===== src/rtl/hp_vec_pkg.sv =====
// hp_vec_pkg: shared constants for the HP vector receiver.
//   - Opcode values carried in DATA[14:11].
//   - Receiver state enumeration.
//   - Default coordinate width.
package hp_vec_pkg;

    localparam int unsigned COORD_W_DEF = 11;

    localparam logic [3:0] OP_SETX  = 4'b0000;
    localparam logic [3:0] OP_MOVEY = 4'b0010;
    localparam logic [3:0] OP_DRAWY = 4'b0011;

    typedef enum logic [2:0] {
        StWaitIdle,
        StReady,
        StHold,
        StExec,
        StEmit
    } state_e;

endpackage


===== src/rtl/hp_vector_rx_hs_sync.sv =====
// hp_hs_sync: two-flop synchronizer for the active-low LDAV handshake line.
// Both flops reset to 1 so a reset never looks like a pending data word.
// Only present when HP_VECTOR_RX_SYNC_EN is defined.
// Ports:
//   clk  - clock
//   rst  - asynchronous active-high reset
//   i_d  - asynchronous input
//   o_q  - synchronized output
`ifdef HP_VECTOR_RX_SYNC_EN
module hp_hs_sync (
    input  logic clk,
    input  logic rst,
    input  logic i_d,
    output logic o_q
);

    logic r_meta;
    logic r_sync;

    always_ff @(posedge clk or posedge rst) begin
        if (rst) begin
            r_meta <= 1'b1;
            r_sync <= 1'b1;
        end else begin
            r_meta <= i_d;
            r_sync <= r_meta;
        end
    end

    assign o_q = r_sync;

endmodule
`endif


===== src/rtl/hp_vector_rx.sv =====
// hp_vector_rx: receives 15-bit display words over an LDAV/LRFD handshake,
// decodes set-X / move-Y / draw-Y opcodes and emits line vectors with a
// valid/ready interface. Unsupported opcodes bump a saturating error counter.
// Build option:
//   HP_VECTOR_RX_SYNC_EN - pass LDAV through a 2-flop synchronizer (+2 cycles).
// Ports:
//   clk, rst            - clock, asynchronous active-high reset
//   LDAV                - data available from source, active low
//   DATA[14:0]          - [14:11] opcode, [10:0] value
//   LRFD                - ready-for-data to source, active low, registered
//   vec_valid/vec_ready - vector output handshake
//   vec_x0..vec_y1      - vector start and end points
//   err_cnt             - count of unsupported-opcode words
import hp_vec_pkg::*;

module hp_vector_rx #(
    parameter int unsigned COORD_W = COORD_W_DEF,
    parameter int unsigned ERR_W   = 8
) (
    input  logic               clk,
    input  logic               rst,
    input  logic               LDAV,
    input  logic [14:0]        DATA,
    output logic               LRFD,
    output logic               vec_valid,
    input  logic               vec_ready,
    output logic [COORD_W-1:0] vec_x0,
    output logic [COORD_W-1:0] vec_y0,
    output logic [COORD_W-1:0] vec_x1,
    output logic [COORD_W-1:0] vec_y1,
    output logic [ERR_W-1:0]   err_cnt
);

    logic               w_ldav;
    logic               w_capture;
    logic [3:0]         w_op;
    logic [COORD_W-1:0] w_value;
    state_e             w_state_nxt;

    state_e             r_state;
    logic               r_lrfd;
    logic [14:0]        r_word;
    logic [COORD_W-1:0] r_cur_x;
    logic [COORD_W-1:0] r_cur_y;
    logic [COORD_W-1:0] r_x_pend;
    logic               r_vec_valid;
    logic [COORD_W-1:0] r_x0;
    logic [COORD_W-1:0] r_y0;
    logic [COORD_W-1:0] r_x1;
    logic [COORD_W-1:0] r_y1;
    logic [ERR_W-1:0]   r_err;

`ifdef HP_VECTOR_RX_SYNC_EN
    hp_hs_sync u_ldav_sync (
        .clk (clk),
        .rst (rst),
        .i_d (LDAV),
        .o_q (w_ldav)
    );
`else
    assign w_ldav = LDAV;
`endif

    assign w_op    = r_word[14:11];
    assign w_value = COORD_W'(r_word[10:0]);

    always_comb begin
        w_state_nxt = r_state;
        w_capture   = 1'b0;
        case (r_state)
            StWaitIdle: if (w_ldav) w_state_nxt = StReady;
            StReady: begin
                if (!w_ldav) begin
                    w_state_nxt = StHold;
                    w_capture   = 1'b1;
                end
            end
            StHold:  if (w_ldav) w_state_nxt = StExec;
            StExec:  w_state_nxt = (w_op == OP_DRAWY) ? StEmit : StReady;
            // vec_valid is always 1 while in StEmit
            StEmit:  if (vec_ready) w_state_nxt = StReady;
            default: w_state_nxt = StWaitIdle;
        endcase
    end

    always_ff @(posedge clk or posedge rst) begin
        if (rst) begin
            r_state     <= StWaitIdle;
            r_lrfd      <= 1'b1;
            r_word      <= '0;
            r_cur_x     <= '0;
            r_cur_y     <= '0;
            r_x_pend    <= '0;
            r_vec_valid <= 1'b0;
            r_x0        <= '0;
            r_y0        <= '0;
            r_x1        <= '0;
            r_y1        <= '0;
            r_err       <= '0;
        end else begin
            r_state <= w_state_nxt;
            // LRFD is low only while waiting for a word in StReady
            r_lrfd  <= (w_state_nxt != StReady);
            if (w_capture) r_word <= DATA;

            if (r_state == StExec) begin
                case (w_op)
                    OP_SETX: r_x_pend <= w_value;
                    OP_MOVEY: begin
                        r_cur_x <= r_x_pend;
                        r_cur_y <= w_value;
                    end
                    OP_DRAWY: begin
                        r_x0        <= r_cur_x;
                        r_y0        <= r_cur_y;
                        r_x1        <= r_x_pend;
                        r_y1        <= w_value;
                        r_cur_x     <= r_x_pend;
                        r_cur_y     <= w_value;
                        r_vec_valid <= 1'b1;
                    end
                    default: if (r_err != '1) r_err <= r_err + ERR_W'(1);
                endcase
            end

            if (r_state == StEmit && vec_ready) r_vec_valid <= 1'b0;
        end
    end

    assign LRFD      = r_lrfd;
    assign vec_valid = r_vec_valid;
    assign vec_x0    = r_x0;
    assign vec_y0    = r_y0;
    assign vec_x1    = r_x1;
    assign vec_y1    = r_y1;
    assign err_cnt   = r_err;

endmodule


===== config.mk =====
export PLATFORM = sky130hd
export DESIGN_NAME = hp_vector_rx
export DESIGN_NICKNAME = d
export VERILOG_FILES = /design/src/rtl/hp_vec_pkg.sv /design/src/rtl/hp_vector_rx_hs_sync.sv /design/src/rtl/hp_vector_rx.sv
export SDC_FILE = /design/constraint.sdc
export NUM_CORES = 1
export LEC_CHECK = 0
export ABC_AREA = 0
export BUFFER_PORTS_ARGS = -buffer_cell sky130_fd_sc_hd__buf_2
export CORE_MARGIN = 4
export CORE_UTILIZATION = 40
export CTS_CLUSTER_DIAMETER = 80
export DETAILED_ROUTE_END_ITERATION = 12
export GPL_TIMING_DRIVEN = 1
export MAX_ROUTING_LAYER = met4
export PLACE_DENSITY = 0.67
export SYNTH_ARGS = -nofsm -noshare
export SYNTH_HDL_FRONTEND = slang
export SYNTH_SLANG_ARGS = --single-unit
export TNS_END_PERCENT = 1

===== constraint.sdc =====
create_clock -name clk -period 4 [get_ports clk]
set_clock_uncertainty 0.1 [all_clocks]
set_input_delay 0.4 -clock clk [delete_from_list [all_inputs] [get_ports clk]]
set_output_delay 0.4 -clock clk [all_outputs]
set_load 0.01 [all_outputs]

; ---- Word-level counts from Yosys, hierarchy flattened
; Cells that the tools add are included.
[totals]
rom_bits = 0
ff_bits = 105
output_inout_bits = 54
ram_bits = 0
input_bits = 19
elab_cells = 45
latchBits = 0
memories = 0
[op_classes]
mul = 0
eq_ne = 8
mux = 11
n_reduce_logical = 12
n_shift = 0
magnitude_cmp = 0
addsub = 1
n_div = 0
n_bitwise = 1
[op_table]
columns = op, count
row1 = 3-bit two-way mux, 5
row2 = 3-bit one-hot mux with 5 select lines, 1
row3 = 8-bit by 1-bit adder with 8-bit output (second input constant), 1
row4 = 4-bit by 2-bit equality test with 1-bit output (second input constant), 2
row5 = 8-bit inequality test (second input constant), 1
row6 = 2-bit AND reduction, 4
row7 = 3-bit by 2-bit equality test with 1-bit output (second input constant), 2
row8 = 1-bit two-way mux, 5
row9 = 4-bit logical NOT, 1
row10 = 2-bit nonzero test, 2
row11 = 3-bit by 1-bit equality test with 1-bit output (second input constant), 1
row12 = 3-bit equality test (second input constant), 1
row13 = 3-bit logical NOT, 1
row14 = 3-bit by 1-bit inequality test with 1-bit output (second input constant), 1
row15 = 3-bit AND reduction, 1
row16 = 3-bit OR reduction, 1
row17 = 2-bit OR reduction, 1
row18 = 1-bit logical AND, 1
row19 = 1-bit NOT, 1

; ---- Logic depth before layout (Yosys ltp)
; Gate-level depths: netlist (run 1).
[logic_depth]
ltp_word = 4
ltp_mapped = 5

; ---- Worst setup path after synthesis (run 1)
; No wires, ideal clock.
[synth_path]
path_type = register to register
from = reg r_state[2]
to = reg r_x_pend[0]
slack_ns = 2.193
t_arrival_ns = 1.582
period_less_slack_ns = 1.807
n_path_buf = 2
setup_ns = 0.125
path_stages_with_launch = 6
cell_sequence = dfrtp_1 buf_6 nand3b_1 or4_4 buf_6 mux2_4
[synth_via]
elab_chain_cells = 2
[synth_lines]
columns = element, line_no
row1 = start: declaration, hp_vector_rx.sv:40  ; state_e r_state;
row2 = start signal: assignment, hp_vector_rx.sv:88  ; r_state <= StWaitIdle;
row3 = start signal: assignment, hp_vector_rx.sv:101  ; r_state <= w_state_nxt;
row4 = 3-bit by 2-bit equality test with 1-bit output, hp_vector_rx.sv:106  ; if (r_state == StExec) begin
row5 = 2-bit AND reduction (no line), --
row6 = end signal: assignment, hp_vector_rx.sv:108  ; OP_SETX: r_x_pend <= w_value;
row7 = end: declaration, hp_vector_rx.sv:45  ; logic [COORD_W-1:0] r_x_pend;
; Every way passes these cells.
; A chain may end at the register's enable or synchronous reset.

; ---- Worst setup path in the final report (run 1)
[layout_path]
from = reg r_state[2]
to = reg r_y0[3] (netlist: vec_y0[3])
[layout_via]
elab_chain_cells = 2
[layout_lines]
columns = element, line_no
row1 = 3-bit by 2-bit equality test with 1-bit output, hp_vector_rx.sv:106
row2 = 2-bit AND reduction (no line), --
row3 = end signal: assignment, hp_vector_rx.sv:115  ; r_y0 <= r_cur_y;
row4 = end: declaration, hp_vector_rx.sv:48  ; logic [COORD_W-1:0] r_y0;
; Every way passes these cells.

==> out/metrics.yaml, run 1 <==
diodes: 0
initial_utilization: 0.4154
port_buffers: 72
finalCritPeriodShare: 0.5936
critPathCaptureType: "flip-flop"
path_cells: "and3b_1, nand4_2, buf_12, mux2_2"
tritoncts: "yes"
fin_util: 0.4849
worst_pin_slew_ns: 1.080
dr_wl_met3_um: 264
cts.repair.resized: 0
cts_setup_buffers: 0
max_freq_ghz: 0.4211
pin_count: 73
postSynthAreaPerCell_um2: 15.94
cts_inserted_buffers: 9
start_kind: "flip-flop"
wl_met1_mm: 3.530
ys_seq_elements: 105
whs_ns: 0.1604
vdd_drop_max_uv: 216.8
setup_violations: 0
synth.distinct_cells: 32
cellPowerDensity_mw_per_mm2: 667.2
post_drt_via_cell_ratio: 4.802
grt_pass1_vias: 2351
clk_pin_slew_ns: 0.11
cts_sinks: 105
crit_type: "flip-flop to flip-flop"
layout.cells.non_filler: 470
path_buf_inv: 1
drive_gt1_frac: 0.5668
dp_hpwl_mm: 5.009
die_x_um: 109.2
gp_congestion: 0.7048
synthToLayoutAreaGrowth_pct: 16.73
setup-tns-final_ns: 0
drt_pass1_iterations: 4
grt_use_total: 0.1338
synth_cells: 257
grt_start_max_net_pins: 91
yosysSeqAreaShare: 0.6415
crit_slowest_cell: "nand4_2"
pre_cts_slack_ns: 1.573
wire_per_inst_um: 15.39
rows: 36
hold_class: "primary input to flip-flop"
synth_nets: 277
grt_pass1_wl_mm: 12.05
htree_levels: 3
drtAntennaViolNets: 0
routed.top_layer: "met4"
cp_top_family: "simple AND/OR/NAND/NOR gates"
final.setup.worst_slack_ns: 1.625
status: "complete, no violations"
die_h_um: 109.2
clockRootBuffer: "clkbuf_8"
grt-ovfl-total: 0
drtIter0Drc: 68
max_cap_violations: 0
drc: 0
rsz0062_at_grt: "no"
nNetsFinal: 352
cts_max_path_buffers: 2
num_vias: 2257
critPathRequiredTime_ns: 4.14
power_leakage_nw: 2.489
die_area_mm2: 0.01193
crit_fanout: 25
slowest_delay_ns: 0.63
routed-wl-met2_mm: 3.305
core_area_mm2: 0.009864
yosysWarnings: 0
critical_path_arrival_ns: 2.52
drt-total-wl_mm: 7.232
ctsHoldBuffers: 0
relSlewSlack: 0.2799
final.min_clock_period_ns: 2.375
slew_violations: 0
syn_area_mm2: 0.004098
clk_latency_ns: 0.36
hold_violations: 0
antenna_found_initial: 0
dp_cells: 454
-- layer usage --
layer / track usage / vias to the layer above
li1: - / 1065
met1: 0.1829 / 1144
met2: 0.1956 / 40
met3: 0.02901 / 8
met4: 0.05343 / 0
met5: - / -
-- cells by family after synthesis --
logic type | count (synthesis) | synth area share
flops | 105 | 0.6415
fa+ha+maj | 1 | 0.003053
simple gates | 32 | 0.04519
mux | 95 | 0.2699
xor+xnor | 6 | 0.01282
buf+inv | 12 | 0.01771
compound gates | 6 | 0.009771
-- layout make-up --
type                       count  area, um^2
clock buffer                   9       123.9
clock inverter                 7       61.31
fill                         884        5081
inverter                       2       10.01
multi-input combinational    140        1405
sequential                   105        2629
tap                          133       166.4
timing repair buffer          74       387.9
-- metrics by stage --
step / power, mW / area, um^2
finish: 3.191 / 4783
global route: 3.409 / 4783
CTS: 3.235 / 4783
detailed placement: 2.623 / 4598
global placement: 2.586 / 4598
floorplan: 2.294 / 4098
-- synthesized netlist by cell type --
cell / count / area share
dfrtp_1: 104 / 0.64
mux2_2: 84 / 0.23
mux2_4: 10 / 0.037
nand2_1: 8 / 0.0073
buf_2: 7 / 0.0085
nor2_1: 6 / 0.0055
xnor2_1: 5 / 0.011
nand4_1: 3 / 0.0046
a21oi_1: 2 / 0.0024
and3_1: 2 / 0.0031
buf_6: 2 / 0.0055
inv_1: 2 / 0.0018
nand3_1: 2 / 0.0024
nor3_1: 2 / 0.0024
a31oi_1: 1 / 0.0015
and3b_1: 1 / 0.0021
buf_4: 1 / 0.0018
dfstp_2: 1 / 0.0064
ha_1: 1 / 0.0031
mux2i_1: 1 / 0.0024
nand2b_1: 1 / 0.0015
nand3b_1: 1 / 0.0018
nand4_2: 1 / 0.0031
nor2b_1: 1 / 0.0015
nor3b_1: 1 / 0.0018
nor4b_2: 1 / 0.0037
o21a_1: 1 / 0.0018
o21ai_0: 1 / 0.0012
o221a_2: 1 / 0.0027
or2_2: 1 / 0.0015
or4_4: 1 / 0.0027
xor2_1: 1 / 0.0021
-- path summary, 6_finish.rpt --
| kind | end | cells past startpoint | slack (ns) | start |
|---|---|---|---|---|
| worst max-delay path | vec_y0[3] | 4 | 1.63 | r_state[2] |
| worst min register to register | vec_y0[0] | 1 | 0.41 | r_cur_y[0] |
| worst max register to register | vec_y0[3] | 4 | 1.63 | r_state[2] |
| worst min-delay path | r_word[4] | 2 | 0.16 | DATA[4] |
| max in group asynchronous | r_cur_x[5] | 3 | 2.77 | rst |
| min in group asynchronous | vec_x1[9] | 2 | 0.21 | rst |
-- cells in the final DEF (no fill, tap or decap), types with 2 or more instances in the layout --
master    netlist  layout
and3_1          2       2
xnor2_1         5       5
clkbuf_8        0       9
a21oi_1         2       2
nor3_1          2       2
nand3_1         2       2
nand4_1         3       3
inv_8           0       2
mux2_4         10      10
mux2_2         84      84
dfrtp_1       104     104
nand2_1         8       8
nor2_1          6       6
buf_2           7      72
clkinv_4        0       2
-- sequential cells by signal, indices dropped and copies added (netlist names) --
signal,flops
r_word,15
LRFD,1
vec_y0,11
err_cnt,8
r_cur_y,11
r_state,3
vec_valid,1
r_cur_x,11
r_x_pend,11
vec_x1,11
vec_y1,11
vec_x0,11
-- power by group --
part           internal [mW]  leakage, nW  switching [mW]  total (mW)
clock network          0.239       0.0936           0.375       0.614
registers               1.44         1.37           0.287        1.73
logic                  0.504         1.03           0.346       0.851
Note: power is estimated with default switching activity, not from simulation.
==> inputs of run 2 (changes only) <==
--- a/config.mk
+++ b/config.mk
@@ -5,7 +5,7 @@
 export SDC_FILE = /design/constraint.sdc
 export NUM_CORES = 1
 export LEC_CHECK = 0
-export ABC_AREA = 0
+export ABC_AREA = 1
 export BUFFER_PORTS_ARGS = -buffer_cell sky130_fd_sc_hd__buf_2
 export CORE_MARGIN = 4
 export CORE_UTILIZATION = 40
@@ -13,7 +13,7 @@
 export DETAILED_ROUTE_END_ITERATION = 12
 export GPL_TIMING_DRIVEN = 1
 export MAX_ROUTING_LAYER = met4
-export PLACE_DENSITY = 0.67
+export PLACE_DENSITY = 0.69
 export SYNTH_ARGS = -nofsm -noshare
 export SYNTH_HDL_FRONTEND = slang
 export SYNTH_SLANG_ARGS = --single-unit
==> constraint.sdc (replaced) <==
create_clock -name clk -period 2.1 [get_ports clk]
set_clock_uncertainty 0.1 [all_clocks]
set_input_delay 0.21 -clock clk [delete_from_list [all_inputs] [get_ports clk]]
set_output_delay 0.21 -clock clk [all_outputs]
set_load 0.01 [all_outputs]
==> run 2 against run 1 <==
Register-to-register slack worse by 1.2 ns. Power is 110% higher. Utilization increased by 0.96 points. Synthesized area rose by 6.9%. Flip-flop and latch count is the same. Wire length up 20%. Die area grew 6.4%. Cell area up 8.6%. Critical endpoint is now vec_x0[8].
==> out/metrics.yaml, run 2 <==
power_leakage_nw: 2.636  # +5.9%
synth_nets: 471  # +70%
final.setup.worst_slack_ns: 0.4143  # -1.211 ns
cts_sinks: 105  # unchanged
synth_area_leader_cell: "dfrtp_1"
max_cap_violations: 0  # unchanged
fin_area_mm2: 0.005196  # +8.6%
grt-ovfl-total: 0  # unchanged
crit_slowest_cell: "buf_4"
synthToLayoutAreaGrowth_pct: 18.66
path_cells: "nand2_2, nor2_4, nand4_4, buf_4, nand2_1, o21ai_2"
die_area_mm2: 0.01269  # +6.4%
ys_seq_elements: 105  # unchanged
critPathCaptureType: "flip-flop"
post_drt_via_cell_ratio: 4.585  # -4.5%
rsz0062_at_grt: "no"
mostFrequentLayoutCell: "nand2_1"
setup_violations: 0  # unchanged
yosysWarnings: 0  # unchanged
synth.distinct_cells: 25  # -22%
cp_top_family: "buffers and inverters"
rrSetupSlack_ns: 0.41  # -1.21 ns
drive_gt1_frac: 0.2766  # -0.2902
htree_levels: 3  # unchanged
syn_area_mm2: 0.004379  # +6.9%
grt_pass1_vias: 3063  # +30%
port_buffers: 72  # unchanged
gp_congestion: 0.8150  # +16%
r2r-end: "vec_x0[8]"
slew_violations: 0  # unchanged
startpoint: "r_state[0]"
synth_cells: 451  # +75%
synth_edf_count: 0  # unchanged
crit_end: "vec_x0[8]"
path_depth: 6  # +2
fin_util: 0.4945  # +0.009558
cellPowerDensity_mw_per_mm2: 1296  # +94%
antenna_found_initial: 0  # unchanged
start_kind: "flip-flop"
synth_area_leaders: "dfrtp_1 59%, nand2_1 12%, o21ai_2 8.8%"
diodes: 0  # unchanged
tritoncts: "yes"
clockRootBuffer: "clkbuf_8"
grt_start_max_net_pins: 57  # -37%
top_register: "r_word"
cts_max_path_buffers: 2  # unchanged
die_h_um: 112.6  # +3.1%
num_vias: 3127  # +39%
critPathRequiredTime_ns: 2.28  # -1.86 ns
drtIter0Drc: 165  # +140%
whs_ns: 0.09906  # -0.06136 ns
yosysMostFrequentCell: "nand2_1"
finalCritPeriodShare: 0.8027  # +0.2091
final_cell_mix: "141 x nand2_1, 104 x dfrtp_1, 72 x buf_2"
critical_path_arrival_ns: 1.87  # -0.65 ns
dp_hpwl_mm: 6.118  # +22%
clk_pin_slew_ns: 0.10  # about the same
drt_pass1_iterations: 4  # unchanged
largest_reg_flops: 15  # unchanged
max_freq_ghz: 0.5932  # +41%
crit_type: "flip-flop to flip-flop"
relSlewSlack: 0.5389  # +0.2589
synth_common_cells: "141 x nand2_1, 104 x dfrtp_1, 62 x inv_1, 44 x o21ai_2, 28 x o21ai_0"
initial_utilization: 0.4167  # +0.001318
drtAntennaViolNets: 0  # unchanged
synth_top_area_frac: 0.5943  # -0.04083
rows: 37  # +2.8%
cts_inserted_buffers: 9  # unchanged
hold_violations: 0  # unchanged
slowest_delay_ns: 0.56  # -0.07 ns
setup-tns-final_ns: 0  # unchanged
yosysSeqAreaShare: 0.6003  # -0.04124
fillers: 1001  # +13%
drc: 0  # unchanged
status: "complete, no violations"
worst_pin_slew_ns: 0.6917  # -0.3884 ns
reg2reg_from: "r_state[0]"
grt_pass1_wl_mm: 15.06  # +25%
synthFlopType: "dfrtp_1"
dpl_cell_area_mm2: 0.004850  # +5.5%
final.min_clock_period_ns: 1.686  # -0.6889 ns
postSynthAreaPerCell_um2: 9.710  # -39%
crit_fanout: 56  # +120%
path_buf_inv: 1  # unchanged
reg2regPathDepth: 6  # +2
vdd_drop_max_uv: 597.6  # +180%
die_x_um: 112.6  # +3.1%
clk_latency_ns: 0.36  # about the same
pin_count: 73  # unchanged
wire_per_inst_um: 12.73  # -17%
pre_cts_slack_ns: 0.4356  # -1.138 ns
core_area_mm2: 0.01051  # +6.5%
async_flop_share: 1.000  # unchanged
grt_use_total: 0.1504  # +0.01657
drt-total-wl_mm: 8.681  # +20%
hold_class: "primary input to flip-flop"
nNetsFinal: 562  # +60%
run 2: final cells by class:
type / count / area, um^2 / share of cell area
repair buffers: 98 / 610.6 / 0.1175
well taps: 136 / 170.2 / 0.03275
multi-input cells: 266 / 1374 / 0.2644
clock buffers: 9 / 123.9 / 0.02384
clock inverters: 6 / 52.55 / 0.01011
flip-flops and latches: 105 / 2629 / 0.5059
inverters: 62 / 236.5 / 0.04551
run 2: per-layer routing:
| metal | GRT usage | up-vias | wire (um) |
|---|---|---|---|
| met3 | 0.03235 | 8 | 374 |
| met4 | 0.04647 | 0 | 116 |
| li1 | - | 1589 | - |
| met1 | 0.1999 | 1466 | 4134 |
| met2 | 0.2318 | 64 | 4056 |
| met5 | - | - | 0 |
run 2: cell families (layout without fill, tap and decap cells):
group / Yosys count / count (layout) / synth area share
AOI/OAI and AO/OA: 96 / 96 / 0.1489
and+or+nand+nor: 166 / 166 / 0.1554
DFF: 105 / 105 / 0.6003
xor gates and xnor gates: 3 / 3 / 0.006001
buffers and inverters: 80 / 175 / 0.08657
adders and majority gates: 1 / 1 / 0.002857
run 2: timing repair:
action | in CTS | in global routing
hold buffers | 17 | 0
endpoints found under the hold margin | 35 | 0
buffers inserted | 0 | 0
resized for setup | 0 | 0
run 2: report_power, final:
group / total (mW) / switching (mW) / internal (mW)
clock: 1.16 / 0.713 / 0.444
sequential: 3.30 / 0.469 / 2.84
combinational: 2.27 / 1.41 / 0.864
run 2: worst register-to-register path: stages, from the launching register on:
cell and delay (ns):
dfrtp_1 0.43, nand2_2 0.12, nor2_4 0.06, nand4_4 0.07
buf_4 0.56, nand2_1 0.18, o21ai_2 0.10
run 2: worst min path at each step:
stage	startpoint	to	slack [ns]	depth (start not counted)
after CTS	LDAV	r_word[12]	0.09	4
after floorplan	vec_ready	r_state[2]	0.21	1
after detailed placement	rst	vec_x0[9]	0.18	2
final	LDAV	r_word[9]	0.1	4
after global routing	LDAV	r_word[10]	0.12	4
after global placement	rst	vec_x0[9]	0.18	2
run 2: per-stage QoR:
| stage | power, mW | std cells |
|---|---|---|
| global placement | 5.559 | 650 |
| CTS | 6.851 | 682 |
| floorplan | 4.827 | 451 |
| finish | 6.737 | 682 |
| global route | 7.322 | 682 |
| detailed placement | 5.648 | 650 |
==> inputs of run 3 (changes only) <==
==> constraint.sdc (replaced) <==
create_clock -name clk -period 1.35 [get_ports clk]
set_clock_uncertainty 0.1 [all_clocks]
set_input_delay 0.135 -clock clk [delete_from_list [all_inputs] [get_ports clk]]
set_output_delay 0.135 -clock clk [all_outputs]
set_load 0.01 [all_outputs]
==> run 3 against run 2 <==
The run now ends with setup timing left. Final cell count is 4.3% higher. Global-route usage is 1.7 points higher. Flip-flop and latch count stayed put. Die area stayed put. Non-clock buffer count is 28 higher. Register-to-register slack worse by 0.54 ns. Via count is 7.5% higher. Critical path depth stayed put. Cell area is 12% higher. Clock power is 82% higher. Worst hold slack worse by 0.0087 ns. Wire length is 18% higher. Highest routed layer unchanged.
==> out/metrics.yaml, run 3 (synthesis gave the netlist of run 2 again) <==
gp_congestion: 0.7838  # -3.8%
finalCritPeriodShare: 1.092  # +0.2896
violations: "setup timing"
antenna_found_initial: 0  # unchanged
clockRootBuffer: "clkbuf_8"
p_seq_frac: 0.445  # -0.046
grt_pass1_vias: 3311  # +8.1%
cts_max_path_buffers: 2  # unchanged
internal-power_mw: 7.374  # +78%
grt_use_total: 0.1672  # +0.01684
setup_violations: 70  # +70
critPathRequiredTime_ns: 1.51  # -0.77 ns
swShare: 0.3711  # -0.01382
status: "finished, violations left"
die_x_um: 112.6  # unchanged
rsz0062_at_grt: "yes"
initial_utilization: 0.4167  # unchanged
largest_reg_flops: 15  # unchanged
cts_sinks: 105  # unchanged
power_leakage_nw: 2.927  # +11%
final.setup.worst_slack_ns: -0.1247  # -0.5390 ns
cts_inserted_buffers: 9  # unchanged
rrSetupSlack_ns: -0.12  # -0.54 ns
max_freq_ghz: 0.6781  # +14%
port_buffers: 72  # unchanged
drtIter0Drc: 138  # -16%
grt-ovfl-total: 0  # unchanged
drt-total-wl_mm: 10.21  # +18%
synthToLayoutAreaGrowth_pct: 32.66
fin_area_mm2: 0.005809  # +12%
cellPowerDensity_mw_per_mm2: 2018  # +56%
crit_slowest_cell: "dfrtp_1"
max_cap_violations: 0  # unchanged
relSlewSlack: 0.7576  # +0.2187
hold_class: "primary input to flip-flop"
htree_levels: 3  # unchanged
final_cell_mix: "113 x nand2_1, 104 x dfrtp_1, 72 x buf_2"
diodes: 0  # unchanged
pin_count: 73  # unchanged
pwr-share-clk: 0.180  # +0.008
drive_gt1_frac: 0.3739  # +0.09736
hold_violations: 0  # unchanged
top_register: "r_word"
dpl_cell_area_mm2: 0.005045  # +4.0%
slowest_delay_ns: 0.44  # -0.12 ns
slew_violations: 0  # unchanged
p_sw_mw: 4.351  # +68%
core_area_mm2: 0.01051  # unchanged
p_total_mw: 11.73  # +74%
clk_latency_ns: 0.36  # about the same
worst_pin_slew_ns: 0.3637  # -0.3280 ns
tritoncts: "yes"
vdd_drop_max_uv: 947.0  # +58%
mostFrequentLayoutCell: "nand2_1"
grt_pass1_wl_mm: 16.37  # +8.7%
final.min_clock_period_ns: 1.475  # -0.2110 ns
dp_hpwl_mm: 6.396  # +4.5%
cp_top_family: "flip-flops"
die_h_um: 112.6  # unchanged
critical_path_arrival_ns: 1.64  # -0.23 ns
path_buf_inv: 2  # +1
critPathCaptureType: "flip-flop"
rows: 37  # unchanged
start_kind: "flip-flop"
post_drt_via_cell_ratio: 4.730  # +3.2%
path_cells: "nor2_4, nand4_4, buf_12, clkbuf_16, nand2_2, o21ai_2"
crit_type: "flip-flop to flip-flop"
crit_fanout: 8  # -86%
grt_start_max_net_pins: 70  # +23%
drt_pass1_iterations: 4  # unchanged
clk_pin_slew_ns: 0.09  # about the same
die_area_mm2: 0.01269  # unchanged
drtAntennaViolNets: 0  # unchanged
nNetsFinal: 590  # +5.0%
drc: 0  # unchanged
num_vias: 3363  # +7.5%
wire_per_inst_um: 14.36  # +13%
pwr-share-comb: 0.375  # +0.037
==> run 3: changes by cell type in the layout (fill, tap and decap cells not counted), sizes merged <==
cell | previous run | this run
bufinv | 0 | 2
bufbuf | 0 | 1
clkbuf | 9 | 14
clkinv | 1 | 3
clkinvlp | 3 | 1
buf | 81 | 105
inv | 64 | 61
==> run 3: worst paths after layout <==
kind | startpoint | end | depth (start not counted)
hold / removal | LDAV | r_state[0] | 5
max in group asynchronous | rst | r_cur_y[9] | 4
hold reg to reg | vec_x1[6] | vec_x1[6] | 2
setup / recovery | r_state[2] | vec_y1[7] | 6
min in group asynchronous | rst | r_cur_x[10] | 4
setup reg to reg | r_state[2] | vec_y1[7] | 6
==> run 3: metrics by stage <==
step / utilization / worst slack [ns] / setup TNS [ns] / std cells / hold slack [ns]
after floorplan: - / -0.1437 / -15.54 / 451 / 0.1306
after global placement: 0.4801 / -0.03627 / -1.473 / 666 / 0.1388
final: 0.5528 / -0.1247 / -5.749 / 711 / 0.09038
after detailed placement: 0.4801 / -0.1413 / -4.994 / 666 / 0.1386
after global routing: 0.5528 / -0.1745 / -10.62 / 711 / 0.1109
after CTS: 0.5317 / -0.1009 / -3.811 / 706 / 0.06753
==> run 3: power by group through the flow <==
stage / Clock [mW] / Sequential (mW) / Combinational, mW
6_report: 2.11 / 5.21 / 4.40
3_5_place_dp: 0 / 5.17 / 3.96
4_1_cts: 2.16 / 5.13 / 4.21
2_1_floorplan: 0 / 5.37 / 2.14
3_3_place_gp: 0 / 5.14 / 3.82
5_1_grt: 2.30 / 5.38 / 4.92
==> run 3: area by class of cell <==
class                   count  area, um^2
multi-input cells         266        1533
repair buffers            126        1021
fillers                   923        4700
inverters                  62       236.5
clock buffers              11       141.4
clock inverters             5       78.83
flip-flops and latches    105        2629
well taps                 136       170.2
==> run 3: routing by layer <==
metal / GRT usage / part of all wire / up-vias
li1: - / - / 1646
met1: 0.2175 / 0.46 / 1627
met2: 0.2642 / 0.49 / 78
met3: 0.03720 / 0.037 / 12
met4: 0.04808 / 0.015 / 0
met5: - / 0 / -
==> run 3: tightest hold or removal path, cell delays in order <==
cell	delay (ns)
buf_2	0.12
nand2_1	0.05
o21ai_0	0.07
nand2_1	0.05
nand3b_1	0.09
==> run 3: timing repair <==
action | CTS | global route
setup endpoints to repair | 66 | 103
cloned | 2 | 5
pin swaps | 4 | 3
endpoints found under the hold margin | 122 | 0
hold buffers | 17 | 0
buffers inserted | 5 | 0
gates resized for setup | 11 | 41
